--- src/rtl/hazard_controller_pkg.sv ---
// Shared constants for the pipeline hazard controller: FSM encoding,
// the hard-wired zero register and the NOP word used by the IF/ID flush path.
package hazard_controller_pkg;

    localparam logic        RUN      = 1'b0;
    localparam logic        STALL    = 1'b1;
    localparam logic [4:0]  REG_ZERO = 5'd0;
    localparam logic [31:0] NOP      = 32'h0000_0000;

    // Load-use check between the ID source registers and the EX load target.
    function automatic logic load_use_hazard(
        input logic       mem_read_ex,
        input logic [4:0] reg_dest_ex,
        input logic       uses_rs,
        input logic [4:0] rs,
        input logic       uses_rt,
        input logic [4:0] rt
    );
        return mem_read_ex && (reg_dest_ex != REG_ZERO) &&
               ((uses_rs && (rs == reg_dest_ex)) || (uses_rt && (rt == reg_dest_ex)));
    endfunction

endpackage

--- src/rtl/hazard_controller_sat_counter.sv ---
// Event counter that sticks at all-ones instead of wrapping.
module sat_counter #(
    parameter int W = 16
) (
    input  logic         Clk,
    input  logic         Rst,
    input  logic         inc,
    output logic [W-1:0] count
);

    always_ff @(posedge Clk) begin
        if (Rst) begin
            count <= '0;
        end else if (inc && (count != {W{1'b1}})) begin
            count <= count + 1'b1;
        end
    end

endmodule

--- src/rtl/hazard_controller.sv ---
// Load-use stall and taken-redirect flush control for the 5-stage pipeline.
// Control outputs are combinational from the current state and inputs.
module hazard_controller
    import hazard_controller_pkg::*;
#(
    parameter int LOAD_STALL_CYCLES = 1,
    parameter int CNT_W             = 16
) (
    input  logic             Clk,
    input  logic             Rst,
    input  logic [4:0]       Rs_ID,
    input  logic [4:0]       Rt_ID,
    input  logic             UsesRs_ID,
    input  logic             UsesRt_ID,
    input  logic             MemRead_EX,
    input  logic [4:0]       RegDest_EX,
    input  logic             Branch_output,
    input  logic             Jr_MEM,
    output logic             PCWrite,
    output logic             IFIDWrite,
    output logic             IFIDFlush,
    output logic             IDEXFlush,
    output logic             EXMEMFlush,
    output logic             Stall,
    output logic [CNT_W-1:0] StallCount,
    output logic [CNT_W-1:0] FlushCount,
    output logic             state_dbg
);

    localparam logic [3:0] REM_INIT = 4'(LOAD_STALL_CYCLES - 1);

    logic       state, next_state;
    logic [3:0] rem, next_rem;
    logic       haz, redir;
    logic       stall_inc, flush_inc;

    assign haz       = load_use_hazard(MemRead_EX, RegDest_EX, UsesRs_ID, Rs_ID, UsesRt_ID, Rt_ID);
    assign redir     = Branch_output | Jr_MEM;
    assign state_dbg = state;

    always_comb begin
        PCWrite    = 1'b1;
        IFIDWrite  = 1'b1;
        IFIDFlush  = 1'b0;
        IDEXFlush  = 1'b0;
        EXMEMFlush = 1'b0;
        Stall      = 1'b0;
        stall_inc  = 1'b0;
        flush_inc  = 1'b0;
        next_state = state;
        next_rem   = rem;
        if (Rst) begin
            next_state = RUN;
            next_rem   = 4'd0;
        end else if (redir) begin
            // A redirect discards the wrong path, including any pending stall.
            IFIDFlush  = 1'b1;
            IDEXFlush  = 1'b1;
            EXMEMFlush = 1'b1;
            flush_inc  = 1'b1;
            next_state = RUN;
            next_rem   = 4'd0;
        end else if ((state == STALL) || haz) begin
            PCWrite   = 1'b0;
            IFIDWrite = 1'b0;
            IDEXFlush = 1'b1;
            Stall     = 1'b1;
            stall_inc = 1'b1;
            if (state == RUN) begin
                if (LOAD_STALL_CYCLES > 1) begin
                    next_state = STALL;
                    next_rem   = REM_INIT;
                end
            end else if (rem == 4'd1) begin
                next_state = RUN;
                next_rem   = 4'd0;
            end else begin
                next_rem = rem - 4'd1;
            end
        end
    end

    always_ff @(posedge Clk) begin
        if (Rst) begin
            state <= RUN;
            rem   <= 4'd0;
        end else begin
            state <= next_state;
            rem   <= next_rem;
        end
    end

    sat_counter #(.W(CNT_W)) u_stall_cnt (
        .Clk   (Clk),
        .Rst   (Rst),
        .inc   (stall_inc),
        .count (StallCount)
    );

    sat_counter #(.W(CNT_W)) u_flush_cnt (
        .Clk   (Clk),
        .Rst   (Rst),
        .inc   (flush_inc),
        .count (FlushCount)
    );

endmodule
--- config.mk ---
export PLATFORM = sky130hd
export DESIGN_NAME = hazard_controller
export DESIGN_NICKNAME = d
export VERILOG_FILES = /design/src/rtl/hazard_controller_pkg.sv /design/src/rtl/hazard_controller_sat_counter.sv /design/src/rtl/hazard_controller.sv
export SDC_FILE = /design/constraint.sdc
export NUM_CORES = 1
export LEC_CHECK = 0
export BUFFER_PORTS_ARGS = -buffer_cell sky130_fd_sc_hd__buf_2
export CAP_MARGIN = 15
export CORE_MARGIN = 8
export CORE_UTILIZATION = 32
export DETAILED_ROUTE_END_ITERATION = 10
export PLACE_DENSITY = 0.59
export SYNTH_ARGS = -nofsm -noshare
export SYNTH_HDL_FRONTEND = slang
export SYNTH_SLANG_ARGS = --single-unit
--- constraint.sdc ---
create_clock -name Clk -period 4.1 [get_ports Clk]
set_clock_uncertainty 0.2 [all_clocks]
set_input_delay 0.82 -clock Clk [delete_from_list [all_inputs] [get_ports Clk]]
set_output_delay 0.82 -clock Clk [all_outputs]
set_load 0.005 [all_outputs]
==> results.md, run 1 <==
* Routed wire length at slightly below 5 mm
* Worst setup EP type: output port
* Reg-to-Reg Start: u_stall_cnt.count[3]$_SDFFE_PP0P_
* Die Y at 94.23 microns
* PnR Total Power at 0.6769 mW
* Die Area at 8878 sq um
* # DRC at 0
* Reg2reg path depth at 6
* DR WL/cell at 13.10 microns
* Largest net degree at the start of global routing at 37
* Type of the most critical hold path: reg -> reg
* # IOs at 61
* GP Congestion at just over 0.8
* Max Cap Viol at 0
* Initial DRT Pass Iterations at 4
* Most frequent cells in the layout: buf_2 (60), dfxtp_1 (37), nor2_1 (25), nand2_1 (22), a21oi_1 (19)
* Run status: finished, final reports clean
* CTS tree: built
* CTS H-tree depth at 2
* Cell count of the worst hold path at 2
* Fin. Hold Viols at 0
* I/O Buffers at 60
* Max Freq at 0.3079 GHz
* Cell Area, Synth at a little under 2000 sq um
* # fillers at approximately 610
* Area of the multi-input gates at 1115 sq um
* Final core area utilization at 40.09%
* Mapped Nets at 261
* Most common cell after layout, fill and taps aside: buf_2
* Syn. warnings at 0
* Synth Register Bits at 37
* N_diodes at 0
* Crit path kind: in -> out
* FF+latch area at around 740 sq um
* Synthesis-to-layout area growth at 21.21%
* Row cnt at 28
* DR vias/cell at 5.076
* Total grt overflow at 0
* Final ANT Viol Nets at 0
* Clock slew at reported path FFs at 70 ps
* Worst Tran Pin Value at 740.9 ps
* Crit Path Max Fanout at 3
* FF-to-FF setup slack at around 1400 ps
* Final min period at 3247 ps
* Syn Area/Cell at 8.332 sq um
* Worst Slack Setup Final at between 800 and 900 ps
* Root buffer cell: clkbuf_8
* Die X-Extent at 94.23 microns
* Core Region at 5921 sq um
* Starting Density at 33.07%
* Req. time, crit path at 3080 ps
* Setup Buffers After CTS at 0
* Synth cell types at 43
* Unrepaired setup endpoints after global routing: false
* Rel. slew slack at roughly half
* CTS Buf Count at 5
* Hold path startpoint: u_flush_cnt.count[15]$_SDFFE_PP0P_
* Hold buffer count at cts at 0
* Period utilisation layout at between 70 and 80%
* Max Slew Vio Count at 0
* Main synth FF type: dfxtp_1
* Number of antenna violations at the first check in global routing at 0
* CTS resizes at 0
* Area after DPL at 2287 sq um
* Share of cells above drive strength 1 at approximately 25%
* Post-DP HPWL at 3.607 mm
* Global-route wire length before repair at between 8 and 9 mm
* Layout Nets at between 300 and 400
* Post-Synthesis Cells at 235
* Total leakage power at 0.9295 nW
* Dpl ws at 843.9 ps
* Max clock buf depth at 2
* Crit path DAT at 2230 ps
* Post-synthesis async set-or-reset flop share at 0%
* Seq/Total Area, Yosys at ~38%
* Final setup violation count at 0
* CTS Sinks at 37
* Post-synth EDFFs at 0
* Design Area, Final at between 2000 and 2500 sq um
* Worst Hold End: u_flush_cnt.count[15]$_SDFFE_PP0P_
* Clk_lat worst skew at 290 ps
* Overall routing resource usage at between 10% and 20%
* CP Launch Type: input port
* Power Dens Cells at approximately 290 nW/um^2
* Total negative slack at 0 ps
* R2R Path End: u_stall_cnt.count[11]$_SDFFE_PP0P_
* Worst VDD drop at 0.1715 mV
* Vias at roughly 1,900
* Vias in the first global route at 1,815
* Initial drt markers at 40
==> cell usage after synthesis (2+ instances only) <==
master    instances  area (sq um)
o21ai_0           7         35.03
or3_1             4         25.02
nand2b_1          3         18.77
nor2_1           25         93.84
and3_1            5         31.28
buf_4             2         15.01
nand4_1          11         68.82
xnor2_1          12         105.1
nand3_1           9         45.04
clkbuf_1          5         18.77
nor3b_1           2         15.01
o31ai_1           8         60.06
buf_6             3         33.78
nor3_1            7         35.03
inv_1             8         30.03
or4_1             9         67.56
xor2_1           11         96.34
a21oi_1          19         95.09
ha_1              4         50.05
dfxtp_1          37         740.7
nand2_1          22         82.58
==> final cells by class <==
cell class,count,share of cell area (%)
timing repair buffer,61,12.97
clock buffer,7,3.637
tap,75,3.954
multi-input combinational,179,46.97
sequential,37,31.21
inverter,8,1.265
==> stage by stage <==
stage	hold slack (ps)	instances
floorplan	271.2	235
global placement	273.9	360
detailed placement	282.6	360
CTS	294.0	367
global route	316.3	367
finish	289.8	367
==> power breakdown <==
group | internal [mW] | switching (mW) | leakage [nW]
Clock | 0.133 | 0.127 | 0.0443
Sequential | 0.362 | 0.00337 | 0.298
Combinational | 0.0238 | 0.0272 | 0.587
==> sequential cells by signal, summed over array words and instances (netlist names) <==
register and cells:
u_flush_cnt.count 16, u_stall_cnt.count 16, rem 4, state_dbg 1
==> worst max-delay path: stages <==
cell and delay, ps:
buf_2 120, or4_1 540, o21ai_2 220, inv_1 60, a21oi_1 150, nand2b_1 150, inv_1 40, buf_2 120
==> logic make-up after synthesis <==
kind of cell / share of synthesized area, %
xor gates and xnor gates: 10.29
adders and majority gates: 2.556
AOI/OAI and AO/OA: 13.16
DFF: 37.83
and+or+nand+nor: 29.84
buffers and inverters: 5.239
muxes: 1.086
==> routing by layer <==
metal | global-route usage (%) | up-vias | share of wire [%]
li1 | - | 950 | -
met1 | 13.33 | 873 | 44
met2 | 18.71 | 33 | 49
met3 | 3.118 | 7 | 5.1
met4 | 3.567 | 0 | 1.2
met5 | 0 | - | 0
==> worst max-delay path by stage <==
stage	from	endpoint	cells after the start
6_report	RegDest_EX[1]	Stall	8
5_1_grt	RegDest_EX[1]	Stall	8
4_1_cts	RegDest_EX[1]	Stall	8
3_5_place_dp	RegDest_EX[1]	Stall	8
3_3_place_gp	RegDest_EX[1]	Stall	8
2_1_floorplan	RegDest_EX[1]	PCWrite	6
Note: power is estimated with default switching activity, not from simulation.
==> inputs of run 2 (changes only) <==
--- a/config.mk
+++ b/config.mk
@@ -10,7 +10,7 @@
 export CORE_MARGIN = 8
 export CORE_UTILIZATION = 32
 export DETAILED_ROUTE_END_ITERATION = 10
-export PLACE_DENSITY = 0.59
+export PLACE_DENSITY = 0.61
 export SYNTH_ARGS = -nofsm -noshare
 export SYNTH_HDL_FRONTEND = slang
 export SYNTH_SLANG_ARGS = --single-unit
==> constraint.sdc (replaced) <==
create_clock -name Clk -period 2.7 [get_ports Clk]
set_clock_uncertainty 0.2 [all_clocks]
set_input_delay 0.54 -clock Clk [delete_from_list [all_inputs] [get_ports Clk]]
set_output_delay 0.54 -clock Clk [all_outputs]
set_load 0.005 [all_outputs]
==> run 2 against run 1 <==
Register-to-register slack worse by 960 ps. Global-route usage is essentially flat. Largest cell class unchanged. Combinational power grew 55%. Final cell count rose by 1.4%. Sequential power rose by 52%. Critical path depth is the same. Utilization is 0.70 points higher. First-iteration DRC count rose by 53%.
==> results.md, run 2 (same netlist as run 1, synthesis figures left out) <==
* Run status: finished, final reports clean
* Vias at 1,902
* Final min period at about 2600 ps
* DR WL/cell at 12.85 microns
* Initial DRT Pass Iterations at 4
* Power share of the sequential group at 54.3%
* Layout Nets at roughly 320
* Total leakage power at between 0.9 and 1 nW
* Final setup violation count at 0
* Worst VDD drop at ~0.25 mV
* Die Y at roughly 94 microns
* # fillers at 618
* Max Freq at just under 0.4 GHz
* Number of antenna violations at the first check in global routing at 0
* Crit path kind: in -> out
* Global-route wire length before repair at 8.204 mm
* Crit Path Max Fanout at 3
* Biggest regs: u_flush_cnt.count (16), u_stall_cnt.count (16), rem (4)
* Req. time, crit path at 1960 ps
* Clk_lat worst skew at 280 ps
* Reg-to-Reg Start: u_stall_cnt.count[8]$_SDFFE_PP0P_
* Root buffer cell: clkbuf_8
* Share of cells above drive strength 1 at 26.94%
* N_diodes at 0
* Worst setup EP type: output port
* Hold slack at 302.8 ps
* R2R Path End: u_stall_cnt.count[1]$_SDFFE_PP0P_
* Worst Hold End: u_flush_cnt.count[15]$_SDFFE_PP0P_
* Area after DPL at 2325 sq um
* Overall routing resource usage at 11.17%
* Max clock buf depth at 2
* Hold buffer count at cts at 0
* Total negative slack at 0 ps
* CTS H-tree depth at 2
* Post-Layout Cell Count at 372
* Gr busiest metal: met2
* FF-to-FF setup slack at 460 ps
* Slowest stage cell, crit path: or4_1
* Rel. slew slack at 64.08%
* Synthesis-to-layout area growth at 23.32%
* CTS Sinks at 37
* Reg2reg path depth at 7
* CTS Buf Count at 5
* Critical Path, Cell by Cell: buf_2 -> or4_1 -> o21ai_2 -> inv_1 -> a21oi_2 -> nand2b_1 -> inv_1 -> buf_2
* Type of the most critical hold path: reg -> reg
* Int Power at between 0.7 and 0.8 mW
* Total grt overflow at 0
* Routed wire length at 4.781 mm
* Clock slew at reported path FFs at 70 ps
* Placed insts at between 300 and 400
* Max Slew Vio Count at 0
* Design Area, Final at 2415 sq um
* Largest net degree at the start of global routing at 33
* Initial drt markers at 61
* PnR Total Power at 1.023 mW
* Final ANT Viol Nets at 0
* Met1 usage at 13.17%
* CTS tree: built
* GRT met3 Usage at under 10%
* I/O Buffers at 60
* Sw Ratio at 22.69%
* Die Area at 8878 sq um
* # DRC at 0
* Sw power at around 0.23 mW
* Starting Density at 33.07%
* Period utilisation layout at 94.99%
* Most frequent cells in the layout: buf_2 (60), dfxtp_1 (37), nor2_1 (25), nand2_1 (22), a21oi_1 (18)
* Die X-Extent at 94.23 microns
* Cell count of the worst hold path at 2
* Unrepaired setup endpoints after global routing: false
* Logic gate share of total power at 7.7%
* Post-DP HPWL at approximately 3.7 mm
* Clock power share at 38.0%
* Routing usage on met2 at 19.12%
* CP max stage delay at approximately 540 ps
* GP Congestion at 0.7861
* Core Region at 5921 sq um
* Max Cap Viol at 0
* CP Launch Type: input port
* Vias in the first global route at 1,895
* DR vias/cell at approximately 5.1
* Power Dens Cells at around 420 nW/um^2
* # IOs at slightly above 60
* Crit path DAT at 1820 ps
* Fin. Hold Viols at 0
* Row cnt at 28
* Most common cell after layout, fill and taps aside: buf_2
* Hold path startpoint: u_flush_cnt.count[15]$_SDFFE_PP0P_
* Worst Tran Pin Value at 533.9 ps
run 2: changes by cell type in the layout (fill, tap and decap cells not counted):
cell     previous run  this run
a21oi_1            19        18
a21oi_2             1         2
buf_4               1         6
run 2: repair_timing:
item / in CTS / in global routing
setup buffers: 0 / 0
gates resized for setup: 0 / 1
setup endpoints to repair: 0 / 1
run 2: how the worst max path moves through the flow:
stage | start | endpoint | slack, ps
global placement | RegDest_EX[1] | Stall | 130
finish | RegDest_EX[1] | Stall | 140
CTS | RegDest_EX[1] | Stall | 90
floorplan | RegDest_EX[1] | PCWrite | 230
global route | RegDest_EX[1] | Stall | 30
detailed placement | RegDest_EX[1] | Stall | 100
run 2: through the flow:
stage / utilization, % / setup WS, ps
floorplan: - / 226.3
global placement: 39.26 / 134.9
detailed placement: 39.26 / 97.35
CTS: 40.72 / 92.90
global route: 40.79 / 32.47
finish: 40.79 / 135.1
run 2: worst max-delay path: cells and delay by family:
family / cells / cell delay, ps
compound gates: 2 / 270
simple gates: 2 / 680
buf+inv: 4 / 340
run 2: cell type report:
| type | count | area [sq um] | area share [%] |
|---|---|---|---|
| Sequential cell | 37 | 740.7 | 30.67 |
| Clock buffer | 7 | 86.33 | 3.575 |
| Multi-Input combinational cell | 179 | 1119 | 46.32 |
| Inverter | 8 | 30.03 | 1.244 |
| Tap cell | 75 | 93.84 | 3.886 |
| Timing Repair Buffer | 66 | 345.3 | 14.30 |
run 2: power groups by stage:
stage                     logic, mW  registers [mW]  clock network [mW]
after floorplan              0.0462           0.568                   0
after global placement       0.0796           0.568                   0
after detailed placement     0.0800           0.568                   0
after CTS                    0.0803           0.555               0.410
after global routing         0.0890           0.556               0.425
final                        0.0789           0.556               0.388
run 2: routing by layer:
metal	up-vias	routed length, microns
li1	961	-
met4	0	53
met2	43	2351
met1	891	2114
met5	-	0
met3	7	261
==> inputs of run 3 (changes only) <==
--- a/config.mk
+++ b/config.mk
@@ -10,7 +10,6 @@
 export CORE_MARGIN = 8
 export CORE_UTILIZATION = 32
 export DETAILED_ROUTE_END_ITERATION = 10
-export PLACE_DENSITY = 0.61
 export SYNTH_ARGS = -nofsm -noshare
 export SYNTH_HDL_FRONTEND = slang
 export SYNTH_SLANG_ARGS = --single-unit
==> constraint.sdc (replaced) <==
create_clock -name Clk -period 2.4 [get_ports Clk]
set_clock_uncertainty 0.2 [all_clocks]
set_input_delay 0.48 -clock Clk [delete_from_list [all_inputs] [get_ports Clk]]
set_output_delay 0.48 -clock Clk [all_outputs]
set_load 0.005 [all_outputs]
==> run 3 against run 2 <==
Design area grew 8.9%. Critical endpoint unchanged. Die area is the same. Highest routed layer unchanged. Critical path type unchanged. Worst hold slack gained 3.7 ps. Largest power group unchanged. Combinational power grew 37%. Utilization grew 3.6 points. Clock-buffer cell count is the same. The run now ends with negative setup slack left. Critical path depth is the same.
==> results.md, run 3 (same netlist as run 1, synthesis figures left out) <==
* Starting Density at 33.07%
* CTS tree: built
* CTS Sinks at 37
* Most common cell on crit path: inv_2
* Max Cap Viol at 0
* CP max stage delay at 540 ps
* Crit path DAT at 1740 ps
* # DRC at 0
* Share of cells above drive strength 1 at 33.02%
* Vias at 1,940
* FF+latch area at 740.7 sq um
* Total grt overflow at 0
* CP Launch Type: input port
* Largest net degree at the start of global routing at 33
* Max Slew Vio Count at 0
* Overall routing resource usage at 11.50%
* Worst VDD drop at 0.2479 mV
* Initial drt markers at 47
* PnR Total Power at 1.301 mW
* Die Area at around 9000 sq um
* I/O Buffers at 60
* Layout Nets at 340
* N_diodes at 0
* Run status: finished, violations left
* Core Region at about 6000 sq um
* DR vias/cell at 4.974
* Area of the multi-input gates at 1156 sq um
* Worst Tran Pin Value at 421.7 ps
* Crit path kind: in -> out
* # fillers at 583
* Rel. slew slack at 71.67%
* Number of antenna violations at the first check in global routing at 0
* Die Y at 94.23 microns
* Routed wire length at 5.100 mm
* Worst setup EP type: output port
* Total negative slack at -20.44 ps
* Unrepaired setup endpoints after global routing: true
* # IOs at 61
* Row cnt at 28
* Type of the most critical hold path: reg -> reg
* Biggest regs: u_flush_cnt.count (16), u_stall_cnt.count (16), rem (4)
* Max clock buf depth at 2
* Worst Slack Setup Final at -20.44 ps
* Synthesis-to-layout area growth at 34.25%
* Placed insts at 378
* Global-route wire length before repair at 8.286 mm
* Final core area utilization at about 44%
* Final min period at about 2400 ps
* Power Dens Cells at 495.0 nW/um^2
* CP delay by family, top: simple AND/OR/NAND/NOR gates
* Critical Path, Cell by Cell: buf_6 -> or4_4 -> o21ai_4 -> inv_2 -> a21oi_2 -> nand2b_4 -> inv_2 -> buf_2
* Hold buffer count at cts at 0
* Total leakage power at 1.070 nW
* Final setup violation count at 1
* Post-Layout Cell Count at 390
* Clock slew at reported path FFs at 80 ps
* Die X-Extent at 94.23 microns
* Root buffer cell: clkbuf_8
* Clk_lat worst skew at roughly 290 ps
* Initial DRT Pass Iterations at 4
* Violated checks: negative setup slack
* Fin. Hold Viols at 0
* Crit Path Max Fanout at 3
* Req. time, crit path at 1720 ps
* GP Congestion at 0.7895
* CTS H-tree depth at 2
* Dpl ws at -76.57 ps
* Max Freq at 0.4131 GHz
* Sum of buffers and inverters on the critical path at 4
* Period utilisation layout at 100.9%
* Vias in the first global route at 1,799
* CTS Buf Count at 5
* DR WL/cell at 13.08 microns
* Slowest stage cell, crit path: or4_4
* Most common cell after layout, fill and taps aside: buf_2
* Post-DP HPWL at 3.794 mm
* Most frequent cells in the layout: buf_2 (57), dfxtp_1 (37), nor2_1 (25), buf_4 (23), nand2_1 (22)
* Final ANT Viol Nets at 0
==> run 3: changes by cell type in the layout (fill, tap and decap cells not counted), sizes merged <==
cell	delta
buf	+17
bufinv	+1
==> run 3: per-stage QoR <==
step	hold slack, ps	area, sq um
floorplan	271.2	1958
global placement	289.8	2422
detailed placement	293.8	2422
CTS	308.6	2582
global route	335.6	2629
finish	306.5	2629
==> run 3: tightest hold or removal path: cells and delay by family, from the launching register on <==
family / cells / cell delay [ps]
flip-flops: 1 / 340
AO/OA/AOI/OAI: 2 / 130
==> run 3: area by class of cell <==
type / instances / share of cell area [%]
sequential: 37 / 28.18
clock buffer: 7 / 3.284
timing repair buffer: 83 / 18.71
multi-input combinational: 179 / 43.98
tap: 75 / 3.570
inverter: 8 / 1.142
clock inverter: 1 / 1.142
==> run 3: final timing paths <==
check                           cells after the start  slack (ps)                              start                                 to
worst max-delay path                                8         -20                      RegDest_EX[1]                              Stall
worst min register to register                      2         310  u_stall_cnt.count[6]$_SDFFE_PP0P_  u_stall_cnt.count[6]$_SDFFE_PP0P_
worst max register to register                     10         170  u_stall_cnt.count[0]$_SDFFE_PP0P_  u_stall_cnt.count[6]$_SDFFE_PP0P_
worst min-delay path                                2         310  u_stall_cnt.count[6]$_SDFFE_PP0P_  u_stall_cnt.count[6]$_SDFFE_PP0P_
==> run 3: what timing repair did <==
action / in CTS / in global routing
pin swaps: 0 / 2
resized for setup: 5 / 8
setup endpoints to repair: 4 / 14
buffers inserted: 3 / 1
==> run 3: per-layer routing <==
| metal | up-vias | global-route usage [%] | wire [microns] |
|---|---|---|---|
| met2 | 39 | 18.42 | 2370 |
| met5 | - | 0 | 0 |
| met4 | 0 | 3.963 | 53 |
| met1 | 898 | 14.12 | 2425 |
| li1 | 995 | - | - |
| met3 | 8 | 3.597 | 252 |
==> run 3: power by group <==
group | internal (mW) | switching (mW)
clock network | 0.339 | 0.230
registers | 0.619 | 0.00590
logic | 0.0564 | 0.0514
total | 1.01 | 0.287
